===== config.mk =====
export PLATFORM = sky130hd
export DESIGN_NAME = basilisk_writeback_arbiter_flat
export DESIGN_NICKNAME = d
export VERILOG_FILES = /design/src/rtl/basilisk_writeback_arbiter_if.sv /design/src/rtl/basilisk_writeback_arbiter.sv /design/src/flat_wrapper.sv
export SDC_FILE = /design/constraint.sdc
export NUM_CORES = 1
export LEC_CHECK = 0
export ABC_AREA = 1
export BUFFER_PORTS_ARGS = -buffer_cell sky130_fd_sc_hd__buf_2
export CAP_MARGIN = 0
export CORE_UTILIZATION = 35
export DETAILED_ROUTE_END_ITERATION = 10
export SYNTH_ARGS = -nofsm -noshare
export SYNTH_HDL_FRONTEND = slang
export SYNTH_SLANG_ARGS = --single-unit

===== constraint.sdc =====
create_clock -name clk -period 5.1 [get_ports clk]
set_clock_uncertainty 0.05 [all_clocks]
set_input_delay 0.765 -clock clk [delete_from_list [all_inputs] [get_ports clk]]
set_output_delay 0.765 -clock clk [all_outputs]
set_load 0.01 [all_outputs]

===== src/rtl/basilisk_writeback_arbiter_if.sv =====
// rtl/basilisk_writeback_arbiter_if.sv - result payload type and requester/writeback bundle
//
// basilisk_writeback_pkg
//   basilisk_writeback_result_t : one execution-unit result word
//
// basilisk_writeback_arbiter_if #(NUM_PORTS, PORT_INDEX_WIDTH)
//   result_valid     [NUM_PORTS]   requester -> arbiter, per-requester valid
//   result_ready     [NUM_PORTS]   arbiter -> requester, combinational grant
//   result_data      [NUM_PORTS]   requester -> arbiter, per-requester payload
//   writeback_valid                arbiter -> register file, output register full
//   writeback_ready                register file -> arbiter, write port accepts
//   writeback_data                 arbiter -> register file, registered payload
//   writeback_source               arbiter -> register file, requester index of payload
//   writeback_count  [16]          arbiter -> observer, delivered results (wrapping)
//
//   modport slave  : the arbiter's view
//   modport master : the requesters / register file view

package basilisk_writeback_pkg;

    typedef logic [31:0] basilisk_writeback_result_t;

endpackage

interface basilisk_writeback_arbiter_if
    import basilisk_writeback_pkg::*;
#(
    parameter int NUM_PORTS        = 5,
    parameter int PORT_INDEX_WIDTH = $clog2(NUM_PORTS)
);

    logic [NUM_PORTS-1:0]                            result_valid;
    logic [NUM_PORTS-1:0]                            result_ready;
    basilisk_writeback_result_t [NUM_PORTS-1:0]      result_data;
    logic                                            writeback_valid;
    logic                                            writeback_ready;
    basilisk_writeback_result_t                      writeback_data;
    logic [PORT_INDEX_WIDTH-1:0]                     writeback_source;
    logic [15:0]                                     writeback_count;

    modport slave (
        input  result_valid,
        output result_ready,
        input  result_data,
        output writeback_valid,
        input  writeback_ready,
        output writeback_data,
        output writeback_source,
        output writeback_count
    );

    modport master (
        output result_valid,
        input  result_ready,
        output result_data,
        input  writeback_valid,
        output writeback_ready,
        input  writeback_data,
        input  writeback_source,
        input  writeback_count
    );

endinterface


===== src/rtl/basilisk_writeback_arbiter.sv =====
// rtl/basilisk_writeback_arbiter.sv - round-robin arbiter funnelling results into one writeback register
//
// Ports
//   clk  : single clock, all state on the rising edge
//   rst  : synchronous active-high reset
//   bus  : basilisk_writeback_arbiter_if.slave
//          result_valid/result_ready/result_data from NUM_PORTS requesters,
//          writeback_valid/writeback_ready/writeback_data/writeback_source to the
//          register file, writeback_count of delivered results.
//
// A single output register sits between the requesters and the register-file
// write port. It may be reloaded whenever it is empty or being drained in the
// same cycle, which gives one result per cycle with no bubble on drain+refill.

module basilisk_writeback_arbiter
    import basilisk_writeback_pkg::*;
#(
    parameter int NUM_PORTS        = 5,
    parameter int PORT_INDEX_WIDTH = $clog2(NUM_PORTS)
) (
    input  logic                          clk,
    input  logic                          rst,
    basilisk_writeback_arbiter_if.slave   bus
);

    localparam logic [PORT_INDEX_WIDTH-1:0] LAST_PORT = PORT_INDEX_WIDTH'(NUM_PORTS - 1);

    logic                          wb_valid_q,  wb_valid_d;
    basilisk_writeback_result_t    wb_data_q,   wb_data_d;
    logic [PORT_INDEX_WIDTH-1:0]   wb_source_q, wb_source_d;
    logic [15:0]                   wb_count_q,  wb_count_d;
    logic [PORT_INDEX_WIDTH-1:0]   rr_ptr_q,    rr_ptr_d;

    logic                          load;
    logic                          out_xfer;
    logic                          found;
    logic [PORT_INDEX_WIDTH-1:0]   winner;
    logic [NUM_PORTS-1:0]          grant;

    // The output register can take a new result when it is empty or is
    // handing its current result to the register file on this edge.
    assign load     = !wb_valid_q || bus.writeback_ready;
    assign out_xfer = wb_valid_q && bus.writeback_ready;

    // Rotating priority without a modulo: the lowest valid index at or above
    // rr_ptr wins; if none, wrap around to the lowest valid index overall.
    // Scanning downwards lets the last hit be the lowest index.
    always_comb begin
        logic                        hi_found;
        logic [PORT_INDEX_WIDTH-1:0] hi_idx;
        logic                        lo_found;
        logic [PORT_INDEX_WIDTH-1:0] lo_idx;
        hi_found = 1'b0;
        hi_idx   = '0;
        lo_found = 1'b0;
        lo_idx   = '0;
        for (int j = NUM_PORTS - 1; j >= 0; j--) begin
            if (bus.result_valid[j]) begin
                lo_found = 1'b1;
                lo_idx   = PORT_INDEX_WIDTH'(j);
                if (PORT_INDEX_WIDTH'(j) >= rr_ptr_q) begin
                    hi_found = 1'b1;
                    hi_idx   = PORT_INDEX_WIDTH'(j);
                end
            end
        end
        found  = lo_found;
        winner = hi_found ? hi_idx : lo_idx;
    end

    // Grant is suppressed during reset so no requester believes it handed
    // off a result that the reset is about to throw away.
    always_comb begin
        grant = '0;
        if (!rst && load && found) begin
            grant[winner] = 1'b1;
        end
    end

    always_comb begin
        wb_valid_d  = wb_valid_q;
        wb_data_d   = wb_data_q;
        wb_source_d = wb_source_q;
        rr_ptr_d    = rr_ptr_q;
        wb_count_d  = wb_count_q;

        if (out_xfer) begin
            wb_count_d = wb_count_q + 16'd1;
        end

        if (load) begin
            if (found) begin
                wb_valid_d  = 1'b1;
                wb_data_d   = bus.result_data[winner];
                wb_source_d = winner;
                rr_ptr_d    = (winner == LAST_PORT) ? '0 : winner + 1'b1;
            end else begin
                // Nothing to load: mark empty but keep payload and pointer.
                wb_valid_d = 1'b0;
            end
        end
    end

    always_ff @(posedge clk) begin
        if (rst) begin
            wb_valid_q  <= 1'b0;
            wb_data_q   <= '0;
            wb_source_q <= '0;
            wb_count_q  <= '0;
            rr_ptr_q    <= '0;
        end else begin
            wb_valid_q  <= wb_valid_d;
            wb_data_q   <= wb_data_d;
            wb_source_q <= wb_source_d;
            wb_count_q  <= wb_count_d;
            rr_ptr_q    <= rr_ptr_d;
        end
    end

    assign bus.result_ready     = grant;
    assign bus.writeback_valid  = wb_valid_q;
    assign bus.writeback_data   = wb_data_q;
    assign bus.writeback_source = wb_source_q;
    assign bus.writeback_count  = wb_count_q;

endmodule


===== src/flat_wrapper.sv =====
// flat-port wrapper written by rule: the top's interface ports become plain ports
module basilisk_writeback_arbiter_flat import basilisk_writeback_pkg::*;
#(
    parameter int NUM_PORTS        = 5,
    parameter int PORT_INDEX_WIDTH = $clog2(NUM_PORTS)
)
  (clk, rst, bus_result_valid, bus_result_ready, bus_result_data, bus_writeback_valid, bus_writeback_ready, bus_writeback_data, bus_writeback_source, bus_writeback_count);
  basilisk_writeback_arbiter_if #(.NUM_PORTS(NUM_PORTS), .PORT_INDEX_WIDTH(PORT_INDEX_WIDTH)) bus_i ();
  input  logic clk;
  input  logic rst;
  input wire logic [$bits(bus_i.result_valid)-1:0] bus_result_valid;
  output wire logic [$bits(bus_i.result_ready)-1:0] bus_result_ready;
  input wire logic [$bits(bus_i.result_data)-1:0] bus_result_data;
  output wire logic [$bits(bus_i.writeback_valid)-1:0] bus_writeback_valid;
  input wire logic [$bits(bus_i.writeback_ready)-1:0] bus_writeback_ready;
  output wire logic [$bits(bus_i.writeback_data)-1:0] bus_writeback_data;
  output wire logic [$bits(bus_i.writeback_source)-1:0] bus_writeback_source;
  output wire logic [$bits(bus_i.writeback_count)-1:0] bus_writeback_count;
  assign bus_i.result_valid = bus_result_valid;
  assign bus_result_ready = bus_i.result_ready;
  assign bus_i.result_data = bus_result_data;
  assign bus_writeback_valid = bus_i.writeback_valid;
  assign bus_i.writeback_ready = bus_writeback_ready;
  assign bus_writeback_data = bus_i.writeback_data;
  assign bus_writeback_source = bus_i.writeback_source;
  assign bus_writeback_count = bus_i.writeback_count;
  basilisk_writeback_arbiter #(.NUM_PORTS(NUM_PORTS), .PORT_INDEX_WIDTH(PORT_INDEX_WIDTH)) u_core (.clk(clk), .rst(rst), .bus(bus_i));
endmodule

-- Word level (Yosys, flattened, before mapping)
Index checks and enable logic that the tools add are counted.
- output and inout bits: 57
- register bits after elaboration: 55
- bits of input ports: 168
- $add $sub $neg: 2
- reduce and logical (&&, ||, !) cells: 8
- mux-type cells: 38
- magnitude comparators: 7
- equal/unequal tests: 1
- operators by type and width (kind ; count):
    $bmux W32 S3 ; 1
    $mux W3 ; 17
    $mux W32 ; 1
    $mux W1 ; 17
    $add A16 B1 Y16 const B ; 1
    $ge A1 B3 Y1 const A ; 2
    $ge A2 B3 Y1 const A ; 2
    $mux W5 ; 1
    $logic_and A1 B1 Y1 ; 4
    $lt A3 B4 Y1 const B ; 1
    $add A3 B1 Y3 const B ; 1
    $demux W1 S3 ; 1
    $eq A3 B3 Y1 const B ; 1
    $ge A3 B1 Y1 const B ; 1
    $ge A3 B3 Y1 const A ; 1
    $logic_not A1 Y1 ; 2
    $reduce_and A2 Y1 ; 1
    $logic_or A1 B1 Y1 ; 1

-- Longest topological paths before layout
Gate-level depths: netlist of the first run.
- word-level depth: 17
- depth in mapped cells: 15

-- Least setup slack after synthesis of the first run
OpenSTA, ideal clock, no wires.
- path kind: in2out
- start: input bus_result_valid[0]
- end: output bus_result_ready[1]
- data arrival time: 1789 ps
- slack: 2496 ps
- cell stages on the path: 10
- required time: 4285 ps
- buffers on the path: 1
- cell sequence: inv_1 nor2_1 nand2_1 nand2_1 nor2_4 nand2_2 nand2_4 buf_2 inv_1 nor3_1
- longest elaborated chain between the ends: 7
- elaborated cells on any way between the ends: 12
- those cells by class: order compare: 2; mux: 8; reduce/logical: 2
- ends and longest elaborated chain (element ; RTL line ; RTL):
    from (decl) ; flat_wrapper.sv:11 ; input wire logic [$bits(bus_i.result_valid)-1:0] bus_result_valid;
    $mux W3 or $mux W1 (tied branches) ; basilisk_writeback_arbiter.sv:58 ; if (bus.result_valid[j]) begin
    $mux W3 (*) ; basilisk_writeback_arbiter.sv:68 ; winner = hi_found ? hi_idx : lo_idx;
    named net u_core.winner[0] ; basilisk_writeback_arbiter.sv:37 ; logic [PORT_INDEX_WIDTH-1:0] winner;
    $lt A3 B4 Y1 (not written as such) or $ge A3 B1 Y1 (tied branches) ; basilisk_writeback_arbiter.sv:76 ; grant[winner] = 1'b1;
    $logic_and A1 B1 Y1 (not written as such) ; basilisk_writeback_arbiter.sv:76 ;
    $mux W1 (not written as such) ; basilisk_writeback_arbiter.sv:76 ;
    $demux W1 S3 (*) ; -- ;
    $mux W5 (*) ; basilisk_writeback_arbiter.sv:75 ; if (!rst && load && found) begin
    to (decl) ; flat_wrapper.sv:12 ; output wire logic [$bits(bus_i.result_ready)-1:0] bus_result_ready;
Mark *: on every way through the listed nets, which the timed path passes. The rest lies on a longest branch.

-- Final worst setup path of the first run
- start: input bus_result_valid[0]
- end: output bus_result_ready[1]
- longest elaborated chain between the ends: 7
- elaborated cells on any way between the ends: 12
- those cells by class: order compare: 2; mux: 8; reduce/logical: 2
- ends and longest elaborated chain (element ; RTL line):
    $mux W3 or $mux W1 (tied branches) ; basilisk_writeback_arbiter.sv:58
    $mux W3 ; basilisk_writeback_arbiter.sv:68
    $lt A3 B4 Y1 (not written as such) or $ge A3 B1 Y1 (tied branches) ; basilisk_writeback_arbiter.sv:76
    $logic_and A1 B1 Y1 (not written as such) ; basilisk_writeback_arbiter.sv:76
    $mux W1 (not written as such) ; basilisk_writeback_arbiter.sv:76
    $demux W1 S3 ; --
    $mux W5 (*) ; basilisk_writeback_arbiter.sv:75
Mark *: on every way between the ends. The rest lies on a longest branch, timed or not.

==> results of run 1 <==
-- sequential cells by signal, summed over array words and instances (netlist names) --
| register | flops |
|---|---|
| u_core.bus.writeback_count | 16 |
| u_core.bus.writeback_data | 32 |
| u_core.bus.writeback_valid | 1 |
| u_core.bus.writeback_source | 3 |
| u_core.rr_ptr_q | 3 |
-- metal layers --
layer | vias up | GRT usage [%] | share of wire [%]
met5 | - | 0 | 0
li1 | 2869 | - | -
met1 | 2242 | 26.65 | 47
met3 | 8 | 4.068 | 6.8
met4 | 0 | 2.363 | 0.46
met2 | 167 | 36.13 | 46
-- power by group through the flow --
stage               registers (uW)  clock network (uW)  logic, uW
floorplan                      575                   0        576
global route                   549                 370        956
detailed placement             550                   0        840
global placement               548                   0        842
finish                         539                 342        827
CTS                            541                 353        843
-- worst max-delay path: stages --
cell and delay, ns:
buf_2 0.11, inv_1 0.06, nor2_1 0.04, nand2_1 0.09, nand2_1 0.11, nor2_4 0.11
nand2_2 0.08, nand2_4 0.51, inv_1 0.16, nor3_1 0.17, buf_2 0.16
-- layout by cell type, fill, tap and decap left out, drive strengths merged --
cell | Yosys | routed
a21oi | 15 | 15
a22oi | 1 | 1
and3 | 2 | 2
buf | 33 | 229
clkbuf | 10 | 5
clkinv | 0 | 1
clkinvlp | 0 | 2
dfxtp | 55 | 55
ha | 3 | 3
inv | 228 | 228
nand2 | 207 | 207
nand3 | 166 | 166
nand3b | 1 | 1
nand4 | 3 | 3
nor2 | 88 | 88
nor3 | 7 | 7
nor3b | 1 | 1
o21ai | 16 | 16
or2 | 1 | 1
xnor2 | 2 | 2
xor2 | 3 | 3
-- stage by stage --
stage	hold slack, ns	utilization, %	std cells	area [um^2]	setup WS, ns
2_1_floorplan	0.4307	-	842	4612	2.496
3_5_place_dp	0.4464	44.73	1200	5690	1.855
6_report	0.4559	45.87	1208	5836	1.919
5_1_grt	0.4833	45.87	1208	5836	1.615
4_1_cts	0.4581	45.87	1208	5836	1.852
3_3_place_gp	0.4360	44.73	1200	5690	1.847
-- how the worst max path moves through the flow --
stage                                endpoint                 from  depth (start not counted)
after floorplan           bus_result_ready[1]  bus_result_valid[0]                         10
after global placement    bus_result_ready[1]  bus_result_valid[0]                         11
after detailed placement  bus_result_ready[1]  bus_result_valid[0]                         11
after CTS                 bus_result_ready[1]  bus_result_valid[0]                         11
after global routing      bus_result_ready[1]  bus_result_valid[0]                         11
final                     bus_result_ready[1]  bus_result_valid[0]                         11
-- area by class of cell --
| class | instances | area, um^2 | area share [%] |
|---|---|---|---|
| inverters | 228 | 855.8 | 14.67 |
| repair buffers | 229 | 1159 | 19.85 |
| multi-input cells | 516 | 2360 | 40.44 |
| clock buffers | 5 | 125.1 | 2.144 |
| flip-flops and latches | 55 | 1101 | 18.87 |
| clock inverters | 3 | 20.02 | 0.3431 |
| well taps | 172 | 215.2 | 3.688 |
-- logic make-up after synthesis --
logic type      share of synthesized area [%]
simple gates                            45.82
fa+ha+maj                              0.8140
buf+inv                                 25.01
compound gates                          3.527
xor+xnor                               0.9497
flops                                   23.87
==> metrics.csv, run 1 <==
metric,value,unit
Hold Path Origin,u_core.bus.writeback_count[15],
outcome,finished clean,
Pwr per Cell Area,292.7,nW/um^2
number of synthesized flops with an enable pin,0,
TritonCTS Sinks,55,
R2R depth,13,
Achievable Freq,0.3143,GHz
Sum Neg Setup Slack,0,ns
clock tree buffer depth,2,
Worst setup SP type,input pin,
worst hold stages,2,
Comb pwr share,48.4,%
DRC,0,
final setup violation count,0,
TritonCTS Buffers,5,
Die ar.,13640,um^2
Iter 0 DRT Violations,329,
Die Y,116.8,um
largest net degree at the start of global routing,71,
# resized after CTS,0,
router iterations before antenna repair,7,
main flop type after synthesis,dfxtp_1,
fillers,1494,
sw frac,42.32,%
Vias,5286,
max cap viols,0,
Starting Density,36.25,%
PortBufs,224,
initial antenna violation count,0,
synthesized cell area,4612,um^2
VDD IR max,180.0,uV
Final Power,1708,uW
Synth cell types,29,
clock share of power,20.0,%
vias in the first global route,4697,
Global Route Usage Sum,20.52,%
worst reg-to-reg setup slack,2.77,ns
crit path DAT,2.37,ns
CTS tree,yes,
Gate Count Post-Synth,842,
IO Pins,225,
Die Span X,116.8,um
Flop pwr share,31.6,%
Critical Path Sink Type,output pin,
critical path type,input pin to output pin,
final-report hold violation count,0,
sequential fraction of the synthesis area,23.87,%
Via density,4.376,
Slew HR,48.31,%
Worst EP required,4.28,ns
core region area,12720,um^2
drt wl/cell,11.57,um
min Tclk post-route,3.181,ns
Syn Nets,1013,
Hold EP,u_core.bus.writeback_count[15],
cell row count,41,
antenna-violating nets left,0,
unrepaired setup endpoints after global routing,no,
worst hold path class,flip-flop to flip-flop,
DRT Wirelength,13.98,mm
clock latency on the worst-skew pair,0.29,ns
CP Max Fanout,69,
# hold bufs at CTS,0,
FF-to-FF Start,u_core.rr_ptr_q[2],
P_int,985.2,uW
worst reg2reg endpoint,u_core.rr_ptr_q[2],
worst-margin pin slew,0.7754,ns
clock root buffer,clkbuf_16,
# diodes,0,
synth warn,0,
Clock Pin Slew Worst Setup and Hold Paths,0.07,ns
post-CTS setup buffer count,0,
leakage power,0.003832,uW
Congestion Overflow GR,0,
Synth async-reset ratio,0,%
most numerous cell in the Yosys netlist,inv_1,
Yosys top cell area share,23.87,%
Yosys reg bits,55,
htree depth,2,
GPL Wtd Cong,0.8035,
layout cells sized above 1,25.39,%
first-pass GRT wire length,22.22,mm
"Slew Viols, Final",0,
final layout net count,1206,
synth-to-layout area growth,26.53,%
NetSw,722.9,uW
"area leader, netlist",dfxtp_1,
Commonest cells post-synth,"inv_1 (224), nand2_1 (200), nand3_1 (157)",
Syn Area/Cell,5.477,um^2
Detail Placement HPWL,10.16,mm
Final period util,62.38,%
Synth area leaders,"dfxtp_1 (24%), inv_1 (18%), nand3_1 (17%)",
Note: power is estimated with default switching activity, not from simulation.
==> run 2: changes to the inputs <==
Settings changed: ABC_AREA 1 to 0, PLACE_DENSITY set to 0.65.
Clock period 5.1 ns to 2.8 ns, I/O delays scaled along.
==> metrics.csv, run 2 <==
metric,value,unit
PortBufs,224,
router iterations before antenna repair,5,
Vias,5720,
Synth cell types,43,
synth warn,0,
layout cells sized above 1,37.35,%
initial antenna violation count,2,
vias in the first global route,5093,
IO Pins,225,
Yosys reg bits,55,
fillers,1424,
outcome,finished clean,
max FFs per register,32,
"Slew Viols, Final",0,
"leading cell type in the layout, fill and taps excluded",buf_2,
Starting Density,36.51,%
CP max stage delay,0.39,ns
VDD IR max,260.4,uV
TritonCTS Sinks,55,
Syn Area/Cell,7.687,um^2
Congestion Overflow GR,0,
max cap viols,0,
"Slowest-stage cell, CP",a221oi_4,
largest net degree at the start of global routing,86,
Final period util,88.04,%
"area leader, netlist",dfxtp_1,
synth-to-layout area growth,29.06,%
htree depth,2,
CP dominant cell by count,buf_2,
main flop type after synthesis,dfxtp_1,
clock tree buffer depth,2,
cell row count,42,
Via density,5.766,
DRC,0,
Non-Filler Instances,992,
worst-margin pin slew,1.106,ns
number of synthesized flops with an enable pin,0,
most numerous cell in the Yosys netlist,o211ai_1,
Setup WS post-layout,0.3350,ns
final-report hold violation count,0,
Pwr per Cell Area,520.5,nW/um^2
final setup violation count,0,
Commonest cells post-synth,"o211ai_1 (64), clkbuf_1 (60), dfxtp_1 (55)",
Iter 0 DRT Violations,307,
Global Route Usage Sum,23.26,%
leakage power,0.002687,uW
Yosys top cell area share,22.41,%
CP Max Fanout,37,
Slew HR,25.95,%
Syn Nets,810,
critical path type,input pin to output pin,
antenna-violating nets left,0,
final layout net count,984,
first-pass GRT wire length,26.83,mm
Sum Neg Setup Slack,0,ns
pre-CTS setup slack,0.1975,ns
Die Y,120.5,um
DP Cell Count,979,
CP cell instances,buf_2 -> buf_4 -> inv_1 -> a221oi_4 -> a31oi_4 -> inv_2 -> and3_1 -> buf_2,
clock root buffer,clkbuf_16,
Synth async-reset ratio,0,%
# resized after CTS,0,
most frequent cells in the layout,"buf_2 (224), o211ai_1 (64), dfxtp_1 (55)",
drt wl/cell,17.89,um
Gate Count Post-Synth,639,
core region area,13450,um^2
TritonCTS Buffers,5,
crit path DAT,2.00,ns
Worst EP required,2.33,ns
Detail Placement HPWL,11.91,mm
Clock Pin Slew Worst Setup and Hold Paths,0.09,ns
Critical Path Sink Type,output pin,
min Tclk post-route,2.465,ns
sequential fraction of the synthesis area,22.41,%
clock latency on the worst-skew pair,0.31,ns
Achievable Freq,0.4057,GHz
DRT Wirelength,17.75,mm
Worst setup SP type,input pin,
worst hold path class,input pin to flip-flop,
synthesized cell area,4912,um^2
post-CTS setup buffer count,0,
GPL Wtd Cong,0.7874,
Die Span X,120.5,um
CTS tree,yes,
Synth area leaders,"dfxtp_1 (22%), o211ai_1 (9.8%), mux2_2 (6.6%)",
Die ar.,14510,um^2
# hold bufs at CTS,0,
unrepaired setup endpoints after global routing,no,
-- run 2: changes by cell type after synthesis, moves of 33 or more --
cell,before,now
nand3_1,157,9
o21bai_1,0,33
a311oi_1,0,33
o211ai_1,0,64
and2_1,0,34
nand2_1,200,11
clkbuf_1,10,60
inv_1,224,33
nor4_1,0,33
nor2_1,84,21
a31oi_1,0,33
-- run 2: where the power goes --
group	internal, uW	switching (uW)	total [uW]
sequential	886	71.6	957
combinational	689	954	1640
clock	348	352	700
total	1920	1380	3300
-- run 2: worst paths after layout --
check	startpoint	end	slack [ns]	depth (start not counted)
worst min-delay path	rst	u_core.rr_ptr_q[1]	0.26	2
worst max-delay path	bus_result_valid[1]	bus_result_ready[1]	0.33	8
worst min register to register	u_core.bus.writeback_source[2]	u_core.bus.writeback_source[2]	0.40	2
worst max register to register	u_core.rr_ptr_q[2]	u_core.bus.writeback_data[2]	0.51	8
-- run 2: stage by stage --
stage	instance area [um^2]	total power [uW]	utilization, %	hold WS, ns
floorplan	4912	2052	-	0.4305
global placement	6155	2593	45.75	0.3913
detailed placement	6155	2607	45.75	0.3940
CTS	6311	3310	46.91	0.2569
global route	6337	3498	47.11	0.2640
finish	6340	3300	47.13	0.2610
-- run 2: worst max-delay path, delay by kind of cell --
kind	cells	cell delay (ns)
compound gates	2	0.59
buf+inv	5	0.85
simple gates	1	0.14
-- run 2: cells by family after synthesis --
| kind of cell | count (synthesis) | synth area share (%) |
|---|---|---|
| muxes | 33 | 7.769 |
| AOI/OAI and AO/OA | 278 | 39.96 |
| adders and majority gates | 3 | 0.7642 |
| xor gates and xnor gates | 15 | 2.675 |
| and+or+nand+nor | 136 | 15.54 |
| buffers and inverters | 119 | 10.88 |
| DFF | 55 | 22.41 |
-- run 2: cell type report --
class | count | area (um^2) | share of cell area (%)
diodes | 2 | 5.005 | 0.07894
clock buffers | 5 | 125.1 | 1.974
clock inverters | 3 | 31.28 | 0.4934
inverters | 35 | 131.4 | 2.072
multi-input cells | 466 | 3359 | 52.99
flip-flops and latches | 55 | 1101 | 17.37
well taps | 176 | 220.2 | 3.473
repair buffers | 250 | 1366 | 21.55
-- run 2: per-layer routing --
| layer | wire length, um | track usage, % | share of wire (%) |
|---|---|---|---|
| met5 | 0 | 0 | 0 |
| met2 | 8259 | 37.75 | 47 |
| met4 | 257 | 5.787 | 1.4 |
| met1 | 8024 | 31.76 | 45 |
| met3 | 1205 | 4.057 | 6.8 |
